## config.mk

```make
export PLATFORM = sky130hd
export DESIGN_NAME = video_mux_ctrl
export DESIGN_NICKNAME = d
export VERILOG_FILES = /design/src/rtl/video_mux_pkg.sv /design/src/rtl/debouncer.sv /design/src/rtl/video_mux_ctrl.sv
export SDC_FILE = /design/constraint.sdc
export NUM_CORES = 1
export LEC_CHECK = 0
export ABC_AREA = 0
export CAP_MARGIN = 40
export CORE_ASPECT_RATIO = 1.1
export CORE_MARGIN = 2
export CORE_UTILIZATION = 53
export CTS_BUF_LIST = sky130_fd_sc_hd__clkbuf_4
export DETAILED_ROUTE_END_ITERATION = 10
export PLACE_DENSITY = 0.7
export SETUP_SLACK_MARGIN = 0.02
export SLEW_MARGIN = 10
export SYNTH_ARGS = -nofsm -noshare
export SYNTH_HDL_FRONTEND = slang
export SYNTH_SLANG_ARGS = --single-unit
```

## constraint.sdc

```tcl
create_clock -name clk_pixel_in -period 4.9 [get_ports clk_pixel_in]
set_input_delay 0.98 -clock clk_pixel_in [delete_from_list [all_inputs] [get_ports clk_pixel_in]]
set_output_delay 0.98 -clock clk_pixel_in [all_outputs]
set_load 0.1 [all_outputs]
```

## src/rtl/video_mux_pkg.sv

```systemverilog
// Shared types for the video mux controller.
//   bg_mode_t     : background source select driven onto bg_out
//   target_mode_t : overlay select driven onto target_out
//   ctrl_state_t  : controller FSM states
// Helper functions compute the next pending mode on a button press.
package video_mux_pkg;

  typedef enum logic [1:0] {
    CAM    = 2'b00,
    CHAN   = 2'b01,
    THRESH = 2'b10,
    YMASK  = 2'b11
  } bg_mode_t;

  typedef enum logic [1:0] {
    NONE   = 2'b00,
    XHAIR  = 2'b01,
    SPRITE = 2'b10,
    TEST   = 2'b11
  } target_mode_t;

  typedef enum logic {
    MANUAL = 1'b0,
    AUTO   = 1'b1
  } ctrl_state_t;

  function automatic bg_mode_t bg_next(input bg_mode_t m);
    return bg_mode_t'(m + 2'd1);
  endfunction

  // skip_test removes the test-color overlay from the cycle (used in AUTO).
  function automatic target_mode_t tgt_next(input target_mode_t m, input logic skip_test);
    if (skip_test && (m == SPRITE)) begin
      return NONE;
    end
    return target_mode_t'(m + 2'd1);
  endfunction

endpackage

```

## src/rtl/debouncer.sv

```systemverilog
// Button conditioner: 2-FF synchronizer followed by a level debouncer.
// clean_out only follows the synchronized input after DEBOUNCE_CYCLES
// consecutive samples that differ from the current clean level.
//   clk_pixel_in : clock
//   rst_in       : synchronous active-high reset
//   dirty_in     : raw asynchronous button level
//   clean_out    : debounced level
module debouncer #(
  parameter int unsigned DEBOUNCE_CYCLES = 2_000_000
) (
  input  logic clk_pixel_in,
  input  logic rst_in,
  input  logic dirty_in,
  output logic clean_out
);

  localparam int unsigned CntW = ($clog2(DEBOUNCE_CYCLES + 1) > 0) ?
                                 $clog2(DEBOUNCE_CYCLES + 1) : 1;
  localparam logic [CntW-1:0] CntLast = CntW'(DEBOUNCE_CYCLES - 1);

  logic [1:0]      sync_q;
  logic [CntW-1:0] cnt_q, cnt_d;
  logic            clean_q, clean_d;

  // cnt_q counts consecutive samples that disagree with clean_q; it is
  // cleared on agreement or on acceptance, so it never passes CntLast.
  always_comb begin
    cnt_d   = cnt_q;
    clean_d = clean_q;
    if (sync_q[1] == clean_q) begin
      cnt_d = '0;
    end else if (cnt_q >= CntLast) begin
      clean_d = sync_q[1];
      cnt_d   = '0;
    end else begin
      cnt_d = cnt_q + CntW'(1);
    end
  end

  always_ff @(posedge clk_pixel_in) begin
    if (rst_in) begin
      sync_q  <= 2'b00;
      cnt_q   <= '0;
      clean_q <= 1'b0;
    end else begin
      sync_q  <= {sync_q[0], dirty_in};
      cnt_q   <= cnt_d;
      clean_q <= clean_d;
    end
  end

  assign clean_out = clean_q;

endmodule

```

## src/rtl/video_mux_ctrl.sv

```systemverilog
// Video mux mode controller. Button presses and the auto-advance timer
// update pending modes; the active selects load from the pending modes
// only at new_frame_in so a mode never changes mid-frame.
//   clk_pixel_in    : pixel clock
//   rst_in          : synchronous active-high reset
//   btn_bg_in       : raw button, advances background mode
//   btn_target_in   : raw button, advances overlay mode
//   auto_en_in      : 1 = AUTO, 0 = MANUAL
//   new_frame_in    : one-cycle pulse at start of vertical blanking
//   bg_out          : active background select
//   target_out      : active overlay select
//   mode_change_out : one-cycle pulse when either select changes
module video_mux_ctrl
  import video_mux_pkg::*;
#(
  parameter int unsigned DEBOUNCE_CYCLES = 2_000_000,
  parameter int unsigned AUTO_FRAMES     = 120
) (
  input  logic       clk_pixel_in,
  input  logic       rst_in,
  input  logic       btn_bg_in,
  input  logic       btn_target_in,
  input  logic       auto_en_in,
  input  logic       new_frame_in,
  output logic [1:0] bg_out,
  output logic [1:0] target_out,
  output logic       mode_change_out
);

  localparam int unsigned FcW = ($clog2(AUTO_FRAMES) > 0) ? $clog2(AUTO_FRAMES) : 1;
  localparam logic [FcW-1:0] FcLast = FcW'(AUTO_FRAMES - 1);

  logic bg_clean, tgt_clean;
  logic bg_clean_q, tgt_clean_q;
  logic bg_press, tgt_press;

  ctrl_state_t  state_q, state_d;
  logic [FcW-1:0] frame_cnt_q, frame_cnt_d;
  bg_mode_t     bg_pend_q, bg_pend_d, bg_q, bg_d;
  target_mode_t tgt_pend_q, tgt_pend_d, tgt_q, tgt_d;
  logic         mc_q, mc_d;

  debouncer #(.DEBOUNCE_CYCLES(DEBOUNCE_CYCLES)) u_db_bg (
    .clk_pixel_in(clk_pixel_in),
    .rst_in      (rst_in),
    .dirty_in    (btn_bg_in),
    .clean_out   (bg_clean)
  );

  debouncer #(.DEBOUNCE_CYCLES(DEBOUNCE_CYCLES)) u_db_tgt (
    .clk_pixel_in(clk_pixel_in),
    .rst_in      (rst_in),
    .dirty_in    (btn_target_in),
    .clean_out   (tgt_clean)
  );

  // Rising edge of the debounced level only; release gives no pulse.
  assign bg_press  = bg_clean & ~bg_clean_q;
  assign tgt_press = tgt_clean & ~tgt_clean_q;

  always_comb begin
    state_d     = state_q;
    frame_cnt_d = frame_cnt_q;
    bg_pend_d   = bg_pend_q;
    tgt_pend_d  = tgt_pend_q;
    bg_d        = bg_q;
    tgt_d       = tgt_q;
    mc_d        = 1'b0;

    // Commit uses the registered pending values, so a press or auto advance
    // in this same cycle lands at the following frame.
    if (new_frame_in) begin
      bg_d  = bg_pend_q;
      tgt_d = tgt_pend_q;
      mc_d  = (bg_pend_q != bg_q) || (tgt_pend_q != tgt_q);
    end

    case (state_q)
      MANUAL: begin
        if (bg_press)  bg_pend_d  = bg_next(bg_pend_q);
        if (tgt_press) tgt_pend_d = tgt_next(tgt_pend_q, 1'b0);
        if (auto_en_in) begin
          state_d     = AUTO;
          frame_cnt_d = '0;
          // Test color is not part of the AUTO overlay cycle.
          if (tgt_pend_d == TEST) tgt_pend_d = NONE;
        end
      end
      AUTO: begin
        if (tgt_press) tgt_pend_d = tgt_next(tgt_pend_q, 1'b1);
        if (new_frame_in) begin
          if (frame_cnt_q >= FcLast) begin
            frame_cnt_d = '0;
            bg_pend_d   = bg_next(bg_pend_q);
          end else begin
            frame_cnt_d = frame_cnt_q + FcW'(1);
          end
        end
        if (!auto_en_in) state_d = MANUAL;
      end
      default: state_d = MANUAL;
    endcase
  end

  always_ff @(posedge clk_pixel_in) begin
    if (rst_in) begin
      bg_clean_q  <= 1'b0;
      tgt_clean_q <= 1'b0;
      state_q     <= MANUAL;
      frame_cnt_q <= '0;
      bg_pend_q   <= CAM;
      tgt_pend_q  <= NONE;
      bg_q        <= CAM;
      tgt_q       <= NONE;
      mc_q        <= 1'b0;
    end else begin
      bg_clean_q  <= bg_clean;
      tgt_clean_q <= tgt_clean;
      state_q     <= state_d;
      frame_cnt_q <= frame_cnt_d;
      bg_pend_q   <= bg_pend_d;
      tgt_pend_q  <= tgt_pend_d;
      bg_q        <= bg_d;
      tgt_q       <= tgt_d;
      mc_q        <= mc_d;
    end
  end

  assign bg_out          = bg_q;
  assign target_out      = tgt_q;
  assign mode_change_out = mc_q;

endmodule

```

==> out/metrics.yaml <==
dp_hpwl_microns: 3640
htreeDepth: 3
grt_pass1_wl_microns: 9440
num-nets-final: 375
rsz0062_at_grt: "false"
ant_nets: 0
path_clk_slew_ps: 110
io_pins: 11
io_buffer_count: 10
period_needed_ps: 2520
grt_max_degree: 23
clock_path_buffers: 2
drt-initial-drc-count: 84
end_kind: "output pin"
final_cells: 446
drc: 0
gp_congestion: 0.787
yosysSeqAreaShare_pct: 43.8
finalSetupTns_ps: 0
ff_latch_area_sq_mm: 0.00134
numClockSinks: 67
synth_fp_nets: 360
cap_violations: 0
ir_drop_mv: 0.140
p_leak_nw: 1.15
path_max_fanout: 3
slew_headroom_pct: 48.5
grt_usage_pct: 18.2
cts_tree: "done"
vias: 2342
synth_commonest_cells: "nor2_1, dfxtp_1, xnor2_1, xor2_1, nand3_1"
startpoint_type: "flip-flop"
grtUsageMet2_pct: 29.5
cts_setup_buffers: 0
tightestPinTransition_ps: 772
yosysTopAreaCell: "dfxtp_1"
maxSlewViolCount: 0
ys_types: 47
finalHoldViolCount: 0
dr.pass1.iters: 4
critPathKind: "reg2out"
period_share_pct: 51.4
viasPerCell: 5.25
syn_area_per_cell_sq_um: 8.78
finalSetupViolCount: 0
cts_resized: 0
clkLatencyLatePin_ps: 390
met1_usage_pct: 22.2
diodes: 0
layout-drive-gt1-share_pct: 7.86
yosys_warnings: 0
wl_per_cell_microns: 11.9
outcome: "completed"
synthCells: 349
netlist_area_sq_mm: 0.00306
rows: 29
async_flop_share_pct: 0
ys.flop_type: "dfxtp_1"
crit_required_ps: 3920
yosys.cell_count.top_type: "nor2_1"
holdBufCountCts: 0
fp.dieW_microns: 76.5
coreArea_sq_mm: 0.00566
fill_cells: 527
start_util_pct: 54.1
synthToLayoutAreaGrowth_pct: 12.0
clock-skew-final_ps: 9.86
overflow: 0
cts_buffers: 9
dp_cells: 430
dieArea_sq_mm: 0.00640
first_global_vias: 2160
die_h_microns: 83.7
grtUsageMet3_pct: 3.03
power_density_mw_per_mm2: 286
hp-class: "reg2reg"
top_usage_layer: "met2"
multi_input_comb_area_sq_mm: 0.00162
antenna_found_initial: 0
drt-total-wl_microns: 5290
fmax_ghz: 0.397
synth_seq_cells: 67
cts_root_buf: "clkbuf_4"
cp.arrival_ps: 1540
synthTopCellsByArea: "dfxtp_1, nor2_1, xnor2_1"
synth-edff-count: 0
synth.top_cell.area_share_pct: 43.8
==> cells by family after synthesis <==
family | count (synthesis) | share of synthesized area, %
AND/OR/NAND/NOR | 169 | 27.1
XOR/XNOR | 48 | 13.7
AO/OA/AOI/OAI | 31 | 7.48
flip-flops | 67 | 43.8
multiplexers | 8 | 2.66
buffers and inverters | 21 | 3.19
adder cells (fa/ha/maj) | 5 | 2.04
==> where the power goes <==
group | leakage [nW] | internal, mW | switching [mW] | total (mW)
combinational | 0.530 | 0.0148 | 0.0194 | 0.0342
clock | 0.0815 | 0.209 | 0.183 | 0.392
sequential | 0.541 | 0.549 | 0.00464 | 0.554
total | 1.15 | 0.772 | 0.207 | 0.979
==> layout make-up <==
class,count,share of cell area [%]
well taps,77,2.81
multi-input cells,261,47.4
clock inverters,6,2.33
clock buffers,10,2.19
flip-flops and latches,67,39.1
inverters,10,1.09
repair buffers,15,5.11
==> sequential cells by signal, indices dropped and copies added, names as in the netlist, 2 cells and up <==
signal and cells:
u_db_bg.cnt_q 21, u_db_tgt.sync_q 2, target_out 2, u_db_bg.sync_q 2
tgt_pend_q 2, bg_pend_q 2, bg_out 2, u_db_tgt.cnt_q 21
frame_cnt_q 7
==> worst max-delay path: stages (launching register included) <==
cell and delay, ps:
dfxtp_1 390, clkdlybuf4s50_1 550, buf_8 210
==> stage by stage <==
| step | cell area, sq um | setup slack [ps] | utilization (%) | power (mW) | hold WS, ps |
|---|---|---|---|---|---|
| after global routing | 3430 | 2300 | 60.6 | 1.03 | 479 |
| after floorplan | 3060 | 2820 | - | 0.590 | 414 |
| after detailed placement | 3270 | 2030 | 57.8 | 0.600 | 437 |
| after CTS | 3430 | 2340 | 60.6 | 0.996 | 465 |
| final | 3430 | 2380 | 60.6 | 0.979 | 457 |
| after global placement | 3200 | 2120 | 56.5 | 0.598 | 432 |
==> per-layer routing <==
layer / part of all wire, % / vias to the layer above
li1: - / 1232
met1: 48 / 1077
met2: 47 / 20
met3: 2.1 / 13
met4: 2.9 / 0
met5: 0 / -
==> worst paths after layout <==
| path | cells after the start | start | slack [ps] | to |
|---|---|---|---|---|
| worst min-delay path | 1 | u_db_bg.sync_q[0] | 460 | u_db_bg.sync_q[1] |
| worst min register to register | 1 | u_db_bg.sync_q[0] | 460 | u_db_bg.sync_q[1] |
| worst max register to register | 6 | u_db_bg.cnt_q[0] | 2760 | u_db_bg.cnt_q[5] |
| worst max-delay path | 2 | target_out[0] | 2380 | target_out[0] |
==> cells in the final DEF, fill, tap and decap left out, drive strengths merged, types with 2 or more instances in the layout <==
cell type and instances:
nor2 71, dfxtp 67, xnor2 24, xor2 24
nand3 23, nand2 19, nand4 14, inv 10
clkbuf 10, clkdlybuf4s50 10, nor3 9, nor4 8
a21oi 7, nor2b 7, mux2i 7, ha 5
buf 5, o21ai 5, a211oi 3, o31ai 3
a31oi 3, nand2b 3, nor3b 3, and4 3
and3 3, clkinv 3, and2 2, a21o 2
bufinv 2
No activity file was read; power rests on OpenSTA's default activity.
